**src/rtl/multpool_rdata_serializer_if.sv**
```systemverilog
// Stream bundle between the read-data mux, the serializer and the AHB-side read path.
// master = serializer view, slave = producer/consumer environment view.
interface multpool_rdata_serializer_if #(
    parameter int NBITS = 256,
    parameter int DW    = 32
);
    localparam int NWORDS = 3*NBITS/DW;
    localparam int CW     = (NWORDS > 1) ? $clog2(NWORDS) : 1;

    logic [3*NBITS-1:0] in_data;
    logic               in_valid;
    logic               in_busy;
    logic [DW-1:0]      ser_data;
    logic               ser_valid;
    logic               ser_ready;
    logic               ser_last;
    logic [CW-1:0]      beat_idx;

    modport master (
        input  in_data, in_valid, ser_ready,
        output in_busy, ser_data, ser_valid, ser_last, beat_idx
    );

    modport slave (
        output in_data, in_valid, ser_ready,
        input  in_busy, ser_data, ser_valid, ser_last, beat_idx
    );
endinterface

```
**src/rtl/multpool_rdata_serializer.sv**
```systemverilog
// Single-entry capture of the 3*NBITS read word, streamed as NWORDS DW-bit beats.
// MULTPOOL_SER_MSW_FIRST_EN: send the most-significant word first (default LSW first).
module multpool_rdata_serializer #(
    parameter int NBITS = 256,
    parameter int DW    = 32
) (
    input  logic                         hclk,
    input  logic                         hresetn,
    multpool_rdata_serializer_if.master  bus,
    output logic                         ovf,
    input  logic                         ovf_clr
);
    localparam int NWORDS = 3*NBITS/DW;
    localparam int CW     = (NWORDS > 1) ? $clog2(NWORDS) : 1;
    localparam logic [CW-1:0] LAST_IDX = CW'(NWORDS-1);

    typedef enum logic {IDLE, SEND} state_t;

    state_t                      state_q, state_d;
    logic [NWORDS-1:0][DW-1:0]   buf_q;
    logic [CW-1:0]               idx_q, idx_d;
    logic [CW-1:0]               sel;
    logic                        cap, ovf_set, is_last, accept;

    always_ff @(posedge hclk) begin
        if (!hresetn) begin
            state_q <= IDLE;
            buf_q   <= '0;
            idx_q   <= '0;
            ovf     <= 1'b0;
        end else begin
            state_q <= state_d;
            idx_q   <= idx_d;
            if (cap)
                buf_q <= bus.in_data;
            if (ovf_set)
                ovf <= 1'b1;
            else if (ovf_clr)
                ovf <= 1'b0;
        end
    end

    always_comb begin
        state_d = state_q;
        idx_d   = idx_q;
        cap     = 1'b0;
        ovf_set = 1'b0;
        is_last = (state_q == SEND) && (idx_q == LAST_IDX);
        accept  = (state_q == SEND) && bus.ser_ready;
        case (state_q)
            IDLE: begin
                if (bus.in_valid) begin
                    cap     = 1'b1;
                    idx_d   = '0;
                    state_d = SEND;
                end
            end
            SEND: begin
                if (accept && is_last) begin
                    // back-to-back word: recapture on the final handshake, no bubble
                    if (bus.in_valid) begin
                        cap   = 1'b1;
                        idx_d = '0;
                    end else begin
                        state_d = IDLE;
                    end
                end else begin
                    if (accept)
                        idx_d = idx_q + 1'b1;
                    ovf_set = bus.in_valid;
                end
            end
            default: state_d = IDLE;
        endcase
    end

`ifdef MULTPOOL_SER_MSW_FIRST_EN
    assign sel = LAST_IDX - idx_q;
`else
    assign sel = idx_q;
`endif

    assign bus.ser_valid = (state_q == SEND);
    assign bus.ser_last  = is_last;
    assign bus.ser_data  = bus.ser_valid ? buf_q[sel] : '0;
    assign bus.beat_idx  = idx_q;
    assign bus.in_busy   = (state_q == SEND) && !(is_last && bus.ser_ready);

endmodule

```
**src/flat_wrapper.sv**
```systemverilog
// flat-port wrapper written by rule: the top's interface ports become plain ports
module multpool_rdata_serializer_flat 
#(
    parameter int NBITS = 256,
    parameter int DW    = 32
)
  (hclk, hresetn, ovf, ovf_clr, bus_in_data, bus_in_valid, bus_ser_ready, bus_in_busy, bus_ser_data, bus_ser_valid, bus_ser_last, bus_beat_idx);
  multpool_rdata_serializer_if #(.NBITS(NBITS), .DW(DW)) bus_i ();
  input  logic hclk;
  input  logic hresetn;
  output logic ovf;
  input  logic ovf_clr;
  input wire logic [$bits(bus_i.in_data)-1:0] bus_in_data;
  input wire logic [$bits(bus_i.in_valid)-1:0] bus_in_valid;
  input wire logic [$bits(bus_i.ser_ready)-1:0] bus_ser_ready;
  output wire logic [$bits(bus_i.in_busy)-1:0] bus_in_busy;
  output wire logic [$bits(bus_i.ser_data)-1:0] bus_ser_data;
  output wire logic [$bits(bus_i.ser_valid)-1:0] bus_ser_valid;
  output wire logic [$bits(bus_i.ser_last)-1:0] bus_ser_last;
  output wire logic [$bits(bus_i.beat_idx)-1:0] bus_beat_idx;
  assign bus_i.in_data = bus_in_data;
  assign bus_i.in_valid = bus_in_valid;
  assign bus_i.ser_ready = bus_ser_ready;
  assign bus_in_busy = bus_i.in_busy;
  assign bus_ser_data = bus_i.ser_data;
  assign bus_ser_valid = bus_i.ser_valid;
  assign bus_ser_last = bus_i.ser_last;
  assign bus_beat_idx = bus_i.beat_idx;
  multpool_rdata_serializer #(.NBITS(NBITS), .DW(DW)) u_core (.hclk(hclk), .hresetn(hresetn), .bus(bus_i), .ovf(ovf), .ovf_clr(ovf_clr));
endmodule
```
**config.mk**
```make
export PLATFORM = sky130hd
export DESIGN_NAME = multpool_rdata_serializer_flat
export DESIGN_NICKNAME = d
export VERILOG_FILES = /design/src/rtl/multpool_rdata_serializer_if.sv /design/src/rtl/multpool_rdata_serializer.sv /design/src/flat_wrapper.sv
export SDC_FILE = /design/constraint.sdc
export NUM_CORES = 2
export LEC_CHECK = 0
export ABC_AREA = 1
export ABC_CLOCK_PERIOD_IN_PS = 1830
export CORE_AREA = 4 4 314 316
export DETAILED_ROUTE_END_ITERATION = 10
export DIE_AREA = 0 0 318 320
export PLACE_DENSITY = 0.69
export SETUP_SLACK_MARGIN = 0.05
export SLEW_MARGIN = 20
export SYNTH_ARGS = -nofsm -noshare
export SYNTH_HDL_FRONTEND = slang
export SYNTH_SLANG_ARGS = --single-unit
```
**constraint.sdc**
```tcl
create_clock -name hclk -period 1.83 [get_ports hclk]
set_clock_uncertainty 0.1 [all_clocks]
set_input_delay 0.2745 -clock hclk [delete_from_list [all_inputs] [get_ports hclk]]
set_output_delay 0.2745 -clock hclk [all_outputs]
set_load 0.01 [all_outputs]
```
==> flow_metrics.env <==
export IMPL_outcome="complete, but fails checks"
export IMPL_violations="negative setup slack"
export IMPL_core_area_sq_mm=0.09599
export IMPL_cts_sinks=775
export IMPL_rsz0062_at_grt="yes"
export IMPL_maxSlewViolCount=0
export IMPL_arrival_ns=2.91
export IMPL_synth_xor_area_share_pct=0.02534
export IMPL_syn_area_sq_mm=0.03456
export IMPL_path_max_fanout=7
export IMPL_path_class="flop to output port"
export IMPL_ys_flop_type="dfxtp_1"
export IMPL_reg2reg_from="u_core.bus.beat_idx[0]"
export IMPL_cp_slowest_cell="dfxtp_4"
export IMPL_die_h_um=320
export IMPL_drtPass1Iterations=8
export IMPL_min_period_ns=3.282
export IMPL_synthMuxAreaShare_pct=0
export IMPL_drc=0
export IMPL_clk_latency_ns=0.68
export IMPL_cts_root_buf="clkbuf_16"
export IMPL_ant_nets=0
export IMPL_timing_slew_headroom_pct=56.72
export IMPL_drt_iter0_drc=3836
export IMPL_worst_setup_hold_path_clk_slew_ns=0.07
export IMPL_min_delay_start="bus_in_data[589]"
export IMPL_drv_cap=0
export IMPL_grt_pass1_vias=36670
export IMPL_synth_compound_area_share_pct=21.47
export IMPL_io_buffers=813
export IMPL_period_share_pct=179.3
export IMPL_power_density_mw_per_mm2=894.9
export IMPL_die_area_sq_mm=0.1018
export IMPL_path_delay_family="buffers and inverters"
export IMPL_track_usage_pct=32.10
export IMPL_netlist_top_cells_area="dfxtp_1 (45%), nor2_1 (10%), o21ai_1 (9.9%), a21oi_1 (7.0%), nand2_1 (6.4%)"
export IMPL_yosysTopAreaCell="dfxtp_1"
export IMPL_vias=38760
export IMPL_initial_core_util_pct=36.00
export IMPL_synthCells=5086
export IMPL_fin_ws_ns=-1.452
export IMPL_cp_start_kind="flop"
export IMPL_grt_max_degree=139
export IMPL_ys_ff_latch=775
export IMPL_leakage_nw=21.56
export IMPL_cts_max_level=3
export IMPL_pre_cts_ws_ns=-1.167
export IMPL_fill_cells=9101
export IMPL_final_layout_size_suffix_gt1_share_pct=14.55
export IMPL_final_hold_violation_count=0
export IMPL_avgSynthCellArea_sq_um=6.795
export IMPL_fmax_ghz=0.3047
export IMPL_dp_hpwl_mm=131.6
export IMPL_pwr_share_comb_pct=20.5
export IMPL_synth_top_family_by_area="simple AND/OR/NAND/NOR gates"
export IMPL_switchingPower_mw=13.38
export IMPL_synth_async_reset_ratio_pct=0
export IMPL_synth_edf_count=0
export IMPL_rows=114
export IMPL_clock_path_buffers=3
export IMPL_ios=814
export IMPL_yosysSeqAreaShare_pct=44.90
export IMPL_synth_fp_nets=5860
export IMPL_setup_violations_final=813
export IMPL_cp_end_kind="output port"
export IMPL_yosysTopAreaCellShare_pct=44.90
export IMPL_ys_types=23
export IMPL_antenna_found_initial=62
export IMPL_worst_path_largest_cell_delay_ns=0.48
export IMPL_tightestPinTransition_ns=0.6464
export IMPL_ys_warn_count=0
export IMPL_ir_drop_mv=0.7206
export IMPL_wire_per_inst_um=23.56
export IMPL_cp_startpoint="u_core.bus.beat_idx[0]"
export IMPL_path_cells="buf_12, buf_16, buf_12, buf_16, nor2_1, nor2_1, o21ai_1, o211ai_1, nand3_1, a21oi_2, buf_4"
export IMPL_internal_power_mw=33.37
export IMPL_synth_fa_ha_area_share_pct=0.03621
export IMPL_globalplace_congestion=0.9757
export IMPL_final_nets=6806
export IMPL_avgViaCountPerCell=5.222
export IMPL_cts_made_buffers=86
export IMPL_final_util_pct=54.42
export IMPL_fin_hold_ws_ns=0.1023
export IMPL_syn_to_final_growth_pct=51.17
export IMPL_p_seq_share_pct=40.1
export IMPL_grt_overflow=0
export IMPL_required_ns=1.46
export IMPL_die_w_um=318
export IMPL_cts_tree="done"
export IMPL_p_sw_share_pct=28.62
export IMPL_grt_pass1_wl_mm=242.8
export IMPL_routed_wl_mm=174.9
export IMPL_synth_most_common_cell="nor2_1"
export IMPL_clkPwrFrac_pct=39.4
export IMPL_path_buf_inv=5
export IMPL_synth_cells_most_frequent="nor2_1 (964), dfxtp_1 (775), o21ai_1 (681)"
export IMPL_synth_simple_area_share_pct=23.06
export IMPL_hold_path_class="input pin to flop"
## placed cells by master, fill, tap and decap left out, types with 10 or more instances in the layout
cell type,instances
nand2_2,46
nand2_1,541
clkbuf_8,22
nand3_2,86
nor2_2,10
inv_1,455
buf_4,321
o21ai_0,159
nand3_4,11
diode_2,46
clkbuf_1,15
a21oi_4,12
a21oi_1,453
nor2_1,948
buf_6,51
buf_8,13
o211ai_1,65
o21ai_2,32
nand3_1,321
o21ai_1,704
dfxtp_1,770
clkdlybuf4s50_1,776
clkbuf_16,101
buf_12,62
a21oi_2,20
buf_16,30
clkinv_2,14
## path summary, 6_finish.rpt
| check | endpoint | slack (ns) | cells after the start |
|---|---|---|---|
| worst max register to register | u_core.buf_q[241] | -0.64 | 12 |
| worst max-delay path | bus_ser_data[18] | -1.45 | 11 |
| worst min-delay path | u_core.buf_q[589] | 0.10 | 3 |
| worst min register to register | u_core.buf_q[77] | 0.35 | 2 |
## power groups by stage
stage	sequential [mW]	combinational, mW	clock [mW]
finish	18.8	9.58	18.4
global route	18.8	10.3	19.3
CTS	18.7	9.13	18.6
detailed placement	19.1	8.49	0
global placement	19.0	8.44	0
floorplan	18.9	4.20	0
## worst min-delay path, stage by stage
cell and delay [ns]:
clkdlybuf4s50_1 0.40, o21ai_1 0.12, nor2_1 0.04
## layer usage
metal	wire length [um]	vias up	track usage [%]
met5	146	-	0
met2	83380	1704	54.10
met1	68240	18140	38.59
met4	10290	22	17.36
met3	12840	373	6.435
li1	-	18530	-
## metrics by stage
step           cell area (sq um)  setup TNS (ns)  power (mW)  cells
3_5_place_dp               46020         -597.00       27.57   7127
4_1_cts                    50940         -547.05       46.43   7340
5_1_grt                    52210         -503.90       48.43   7408
6_report                   52240         -441.68       46.75   7423
3_3_place_gp               46020         -544.38       27.48   7127
2_1_floorplan              35130               0       23.11   5086
## registers in the layout, indices dropped and copies added, names as in the netlist
name and flops:
u_core.bus.ser_valid 1, u_core.bus.beat_idx 5, u_core.ovf 1, u_core.buf_q 768
## cells by family (layout without fill, tap and decap cells)
logic type,Yosys count,after routing
compound gates,1450,1450
fa+ha+maj,1,1
other cells,0,46
buf+inv,882,1897
simple gates,1977,1977
flops,775,775
xor+xnor,1,1
## repair_timing
action	CTS	global route
setup buffers	33	23
gates resized for setup	280	178
gates cloned	22	14
endpoints found under the hold margin	10	0
hold buffers	1	0
endpoints found under the setup margin	816	816
pin swaps	46	57
## final cells by class
type / instances / area, sq um / share of cell area (%)
flip-flops and latches: 775 / 15530 / 29.73
inverters: 462 / 1792 / 3.430
diodes: 46 / 115.1 / 0.2203
multi-input cells: 3429 / 16600 / 31.77
clock inverters: 32 / 420.4 / 0.8047
well taps: 1276 / 1597 / 3.056
clock buffers: 125 / 2561 / 4.903
repair inverters: 2 / 36.28 / 0.06945
repair buffers: 1276 / 13590 / 26.01
Power figures use the tool's default switching activity.
